--- src/rtl/clkroot_div.sv ---
// -----------------------------------------------------------------------------
// clkroot_div
//
// Programmable integer clock divider producing a glitch-free derived clock
// root from clk. The divided clock comes from one posedge flop, optionally
// ORed with a negedge flop for 50% duty on odd divisors. It leaves through a
// keep-attributed anchor buffer so timing constraints can find the generated
// clock. Supports run/stop and safe on-the-fly divisor changes applied only at
// period boundaries.
//
// Build option:
//   CLKROOT_DIV_DUTY50_EN  - when defined, odd divisors get exactly N/2 cycles
//                            high (half-cycle extension via a negedge flop).
//                            When undefined, odd N is (N+1)/2 high, (N-1)/2 low.
//
// Parameters:
//   W_DIV      divisor width; legal divisors 2..2^W_DIV-1
//   DIV_RESET  divisor in effect after reset (>= 2)
//
// Ports:
//   clk         in   source clock
//   rst_n       in   asynchronous active-low reset
//   en          in   run request, sampled on clk rising edge
//   div_wdata   in   new divisor value
//   div_wen     in   one-cycle strobe loading div_wdata into the pending reg
//   div_busy    out  a pending divisor exists and is not yet applied
//   div_active  out  divisor currently in effect
//   running     out  divider is in the RUN state
//   tick        out  high for the first clk cycle of each clk_out high phase
//   clk_out     out  divided clock, driven through the anchor buffer
// -----------------------------------------------------------------------------

// Clock-root anchor: a named, kept buffer that marks where the generated clock
// originates so constraints can reference a stable pin.
module clkroot_div_anchor (
    input  logic i_clk,
    output logic o_clk
);
    assign o_clk = i_clk;
endmodule

module clkroot_div #(
    parameter int W_DIV     = 8,
    parameter int DIV_RESET = 2
) (
    input  logic             clk,
    input  logic             rst_n,
    input  logic             en,
    input  logic [W_DIV-1:0] div_wdata,
    input  logic             div_wen,
    output logic             div_busy,
    output logic [W_DIV-1:0] div_active,
    output logic             running,
    output logic             tick,
    output logic             clk_out
);

    typedef enum logic {
        IDLE = 1'b0,
        RUN  = 1'b1
    } state_t;

    localparam logic [W_DIV-1:0] DIV_MIN  = W_DIV'(2);
    localparam logic [W_DIV-1:0] DIV_INIT = W_DIV'(DIV_RESET);

    // Number of leading counter values for which the posedge flop is high.
    function automatic logic [W_DIV-1:0] hi_of(input logic [W_DIV-1:0] n);
`ifdef CLKROOT_DIV_DUTY50_EN
        // Odd N gets floor(N/2); the negedge flop adds the missing half cycle.
        return n >> 1;
`else
        // ceil(N/2): odd N spends the extra cycle in the high phase.
        return (n >> 1) + {{(W_DIV-1){1'b0}}, n[0]};
`endif
    endfunction

    // -------------------------------------------------------------------------
    // State
    // -------------------------------------------------------------------------
    state_t           r_state;
    logic [W_DIV-1:0] r_ctr;
    logic [W_DIV-1:0] r_div_active;
    logic [W_DIV-1:0] r_div_pend;
    logic             r_busy;
    logic             r_clk_pos;
    logic             r_tick;

    // -------------------------------------------------------------------------
    // Next-state logic
    // -------------------------------------------------------------------------
    state_t           w_state_next;
    logic [W_DIV-1:0] w_ctr_next;
    logic [W_DIV-1:0] w_div_next;
    logic [W_DIV-1:0] w_pend_next;
    logic             w_busy_next;
    logic             w_last;
    logic             w_apply;
    logic             w_clk_pos_next;
    logic             w_tick_next;

    assign w_last = (r_ctr == (r_div_active - W_DIV'(1)));

    // A period boundary where a new period will start: either leaving IDLE or
    // wrapping while still enabled. Only here may the divisor change, which
    // guarantees the in-progress period finishes with the old N.
    assign w_apply = en && ((r_state == IDLE) || w_last);

    always_comb begin
        // NOTE: every signal gets a default first so no path leaves it
        // unassigned; otherwise synthesis infers a latch.
        w_state_next = r_state;
        w_ctr_next   = r_ctr;
        w_div_next   = r_div_active;
        w_pend_next  = r_div_pend;
        w_busy_next  = r_busy;

        unique case (r_state)
            IDLE: begin
                w_ctr_next = '0;
                if (en) begin
                    w_state_next = RUN;
                end
            end
            RUN: begin
                if (w_last) begin
                    w_ctr_next = '0;
                    if (!en) begin
                        w_state_next = IDLE;
                    end
                end else begin
                    w_ctr_next = r_ctr + W_DIV'(1);
                end
            end
            default: begin
                w_state_next = IDLE;
                w_ctr_next   = '0;
            end
        endcase

        // Apply the old pending value before a same-cycle write replaces it,
        // so a write coinciding with a boundary stays pending for the next one.
        if (w_apply && r_busy) begin
            w_div_next  = r_div_pend;
            w_busy_next = 1'b0;
        end

        if (div_wen) begin
            w_pend_next = (div_wdata < DIV_MIN) ? DIV_MIN : div_wdata;
            w_busy_next = 1'b1;
        end
    end

    // Outputs are computed from next-state values so they are registered yet
    // aligned with the counter; the high-phase length uses the divisor of the
    // period that the next counter value belongs to.
    assign w_clk_pos_next = (w_state_next == RUN) && (w_ctr_next < hi_of(w_div_next));
    assign w_tick_next    = (w_state_next == RUN) && (w_ctr_next == '0);

    // -------------------------------------------------------------------------
    // Registers
    // -------------------------------------------------------------------------
    // NOTE: sequential state uses non-blocking assignments so every flop samples
    // pre-edge values regardless of statement order.
    always_ff @(posedge clk or negedge rst_n) begin
        if (!rst_n) begin
            r_state      <= IDLE;
            r_ctr        <= '0;
            r_div_active <= DIV_INIT;
            r_div_pend   <= DIV_INIT;
            r_busy       <= 1'b0;
            r_clk_pos    <= 1'b0;
            r_tick       <= 1'b0;
        end else begin
            r_state      <= w_state_next;
            r_ctr        <= w_ctr_next;
            r_div_active <= w_div_next;
            r_div_pend   <= w_pend_next;
            r_busy       <= w_busy_next;
            r_clk_pos    <= w_clk_pos_next;
            r_tick       <= w_tick_next;
        end
    end

    // -------------------------------------------------------------------------
    // Clock root
    // -------------------------------------------------------------------------
    logic w_clk_root;

`ifdef CLKROOT_DIV_DUTY50_EN
    logic r_clk_neg;

    // Half-cycle extension for odd divisors. The posedge flop only changes on
    // rising edges and this one only on falling edges, so the OR cannot
    // glitch. div_active updates on the same edge the high phase starts, and
    // by the time it changes the previous period's extension has already
    // ended, so masking with it is safe across divisor changes.
    always_ff @(negedge clk or negedge rst_n) begin
        if (!rst_n) begin
            r_clk_neg <= 1'b0;
        end else begin
            r_clk_neg <= r_clk_pos & r_div_active[0];
        end
    end

    assign w_clk_root = r_clk_pos | r_clk_neg;
`else
    assign w_clk_root = r_clk_pos;
`endif

    (* keep = "true", dont_touch = "true" *)
    clkroot_div_anchor u_clk_anchor (
        .i_clk (w_clk_root),
        .o_clk (clk_out)
    );

    assign div_busy   = r_busy;
    assign div_active = r_div_active;
    assign running    = (r_state == RUN);
    assign tick       = r_tick;

endmodule

--- config.mk ---
export PLATFORM = sky130hd
export DESIGN_NAME = clkroot_div
export DESIGN_NICKNAME = d
export VERILOG_FILES = /design/src/rtl/clkroot_div.sv
export SDC_FILE = /design/constraint.sdc
export NUM_CORES = 1
export LEC_CHECK = 0
export BUFFER_PORTS_ARGS = -buffer_cell sky130_fd_sc_hd__buf_2
export CAP_MARGIN = 5
export CORE_AREA = 8 8 88 90
export DETAILED_ROUTE_END_ITERATION = 16
export DIE_AREA = 0 0 96 98
export PLACE_DENSITY_LB_ADDON = 0.25
export SYNTH_ARGS = -nofsm -noshare
export SYNTH_HDL_FRONTEND = slang
export SYNTH_HIERARCHICAL = 1
export SYNTH_SLANG_ARGS = --single-unit
--- constraint.sdc ---
create_clock -name clk -period 6 [get_ports clk]
set_input_delay 0.9 -clock clk [delete_from_list [all_inputs] [get_ports clk]]
set_output_delay 0.9 -clock clk [all_outputs]
set_load 0.03 [all_outputs]
==> impl_metrics.env <==
export IMPL_p_sw_uw=76.8
export IMPL_worst_ep_required_time_ns=6.23
export IMPL_tightestPinTransition_ns=0.651
export IMPL_yosysWarnings=6
export IMPL_insertion_delay_ns=0.28
export IMPL_syn_to_final_growth_pct=11.0
export IMPL_holdBufCountCts=0
export IMPL_synth_seq_cells=28
export IMPL_synth_main_ff_cell="dfrtp_1"
export IMPL_skew_ns=0.00165
export IMPL_period_share_pct=73.9
export IMPL_drt_first_pass_iters=6
export IMPL_max_stage_delay_ns=0.47
export IMPL_status="finished clean"
export IMPL_crit_arrival_ns=4.66
export IMPL_cts_tree="done"
export IMPL_switching_share_pct=22.6
export IMPL_dp_cells=282
export IMPL_dieArea_sq_um=9410
export IMPL_min_path_type="flop to flop"
export IMPL_globalplace_congestion=0.740
export IMPL_netlist_area_sq_um=1850
export IMPL_hold_viol=0
export IMPL_power_frac_comb_pct=5.5
export IMPL_ant_nets=0
export IMPL_final_cells=286
export IMPL_n_fill_cell=685
export IMPL_ys_seq_area_share_pct=38.0
export IMPL_power_density_nw_per_um2=165
export IMPL_ios=24
export IMPL_ys_types=41
export IMPL_setup_viol=0
export IMPL_grt_max_degree=29
export IMPL_dp_hpwl_mm=3.22
export IMPL_root_buffer="clkbuf_8"
export IMPL_postCtsSetupRepairBufs=0
export IMPL_timing_slew_headroom_pct=56.6
export IMPL_clockBufferDepth=2
export IMPL_crit_chain="inv_1 -> ha_1 -> nor3b_1 -> a21oi_1 -> nor4_1 -> o211ai_1 -> a21o_1 -> o21ai_0 -> ha_1 -> ha_1 -> nand3_1 -> xor2_1 -> nand2_1 -> o21ai_0 -> ha_1 -> a21o_1 -> a21o_1 -> a21oi_1 -> o311a_1"
export IMPL_cap_violations=0
export IMPL_drc_errors=0
export IMPL_path_clk_slew_ns=0.10
export IMPL_cts_buffers=3
export IMPL_crit_slowest_cell="dfrtp_1"
export IMPL_synth_edff_count=0
export IMPL_cts_max_level=1
export IMPL_post_route_util_pct=31.6
export IMPL_vdd_drop_max_mv=0.120
export IMPL_port_buffers=23
export IMPL_antenna_found_initial=0
export IMPL_startpoint_type="flop"
export IMPL_overflow=0
export IMPL_grt_pass1_vias=1434
export IMPL_start_util_pct=28.5
export IMPL_drtIter0Drc=55
export IMPL_post_cts_resized=0
export IMPL_pwr_share_clk_pct=35.5
export IMPL_path_class="flop to flop"
export IMPL_crit_fanout=19
export IMPL_synth_async_reset_ratio_pct=100
export IMPL_grt_use_total_pct=9.29
export IMPL_fmax_ghz=0.225
export IMPL_die_w_microns=96
export IMPL_rsz0062_at_grt="false"
export IMPL_die_height_microns=98
export IMPL_hold_slack_ns=0.513
export IMPL_fin_crit_ns=4.44
export IMPL_end_kind="flop"
export IMPL_wl_per_cell_microns=14.4
export IMPL_drive_above_1_share_pct=20.9
export IMPL_intPower_uw=263
export IMPL_diodes=0
export IMPL_totalPowerFinal_uw=339
export IMPL_viasPerCell=4.85
export IMPL_crit_top_cell="ha_1"
export IMPL_syn_inst=193
export IMPL_p_leak_nw=0.913
export IMPL_drv_slew=0
export IMPL_clkSinkCount=28
export IMPL_dr_total_vias=1387
export IMPL_fin_tns_setup_ns=0
export IMPL_wl_mm=4.12
export IMPL_synth_avg_cell_area_sq_um=9.59
export IMPL_grt_pass1_wl_mm=7.05
export IMPL_core_area_sq_um=6490
export IMPL_seqPwrFrac_pct=59.0
export IMPL_syn_nets=216
export IMPL_row_count=30
export IMPL_final_nets=230
cell usage in the layout (no fill, tap or decap), types with 2 or more instances in the layout:
master,Yosys,final
dfrtp_1,26,26
buf_2,2,23
xnor2_1,15,15
nor2_1,15,15
nand3_1,14,14
nand2_1,12,12
mux2_2,12,12
ha_1,11,11
xor2_1,9,9
inv_1,8,8
and3_1,6,6
a21oi_1,4,4
nor3_1,4,4
nand2b_1,4,4
a21o_1,4,4
o21ai_0,4,4
clkbuf_8,0,4
nor4_1,2,2
or4_1,2,2
nand4_1,2,2
o211ai_1,2,2
o31ai_1,2,2
o311a_1,2,2
a31oi_1,2,2
o41ai_1,2,2
dfstp_2,2,2
routing by layer:
layer	track usage [%]	share of wire, %	wire (microns)
met5	0	0	0
met4	2.49	1.2	51
met2	14.6	46	1890
met1	12.5	50	2040
met3	1.77	3.3	134
synth_stat cells, types with 2 or more instances:
cell	number	area, sq um
nand2_1	12	45.0
a21oi_1	4	20.0
xor2_1	9	78.8
xnor2_1	15	131
nand3_1	14	70.1
nand2b_1	4	25.0
nand4_1	2	12.5
o31ai_1	2	15.0
a21o_1	4	30.0
inv_1	8	30.0
o211ai_1	2	15.0
o21ai_0	4	20.0
o41ai_1	2	17.5
nor4_1	2	12.5
clkbuf_1	10	37.5
dfrtp_1	26	651
nor3_1	4	20.0
ha_1	11	138
nor2_1	15	56.3
and3_1	6	37.5
o311a_1	2	20.0
dfstp_2	2	52.6
a31oi_1	2	12.5
mux2_2	12	135
or4_1	2	15.0
buf_2	2	10.0
worst paths after layout:
kind | startpoint | endpoint | slack, ns | cells after the start
worst max-delay path | div_active[0] | r_clk_pos | 1.56 | 19
worst max register to register | div_active[0] | r_clk_pos | 1.56 | 19
worst min register to register | div_busy | div_busy | 0.51 | 1
worst min-delay path | div_busy | div_busy | 0.51 | 1
min in group asynchronous | rst_n | r_div_pend[3] | 0.63 | 1
max in group asynchronous | rst_n | r_ctr[6] | 4.95 | 1
state kept, by name, summed over array words and instances (netlist names):
signal / count
r_div_pend: 8
r_clk_pos: 1
running: 1
r_ctr: 8
div_active: 8
div_busy: 1
tick: 1
power by group through the flow:
| stage | Combinational (mW) | Clock (mW) | Sequential, mW |
|---|---|---|---|
| 2_1_floorplan | 0.00983 | 0 | 0.202 |
| 3_3_place_gp | 0.0191 | 0 | 0.204 |
| 3_5_place_dp | 0.0191 | 0 | 0.204 |
| 4_1_cts | 0.0191 | 0.126 | 0.201 |
| 5_1_grt | 0.0210 | 0.132 | 0.202 |
| 6_report | 0.0187 | 0.120 | 0.200 |
critical path, delay by kind of cell, from the launching register on:
kind | cells | cell delay, ns
AOI/OAI and AO/OA | 9 | 1.78
adders and majority gates | 4 | 1.05
and+or+nand+nor | 4 | 0.84
DFF | 1 | 0.47
xor gates and xnor gates | 1 | 0.16
buffers and inverters | 1 | 0.09
per-stage QoR:
| step | setup slack (ns) | area [sq um] |
|---|---|---|
| floorplan | 1.98 | 1850 |
| global placement | 1.64 | 2000 |
| detailed placement | 1.54 | 2000 |
| CTS | 1.50 | 2050 |
| global route | 1.11 | 2050 |
| finish | 1.56 | 2050 |
layout make-up:
type	instances	area, sq um	area share [%]
clock buffer	4	55.1	2.68
inverter	8	30.0	1.46
multi-input combinational	143	1050	51.2
sequential	28	703	34.2
tap	80	100	4.87
timing repair buffer	23	115	5.60
logic make-up after synthesis:
group,synth area share [%]
simple gates,18.2
compound gates,10.8
flops,38.0
xor+xnor,12.2
buf+inv,5.21
mux,8.11
fa+ha+maj,7.44
Note: power is estimated with default switching activity, not from simulation.
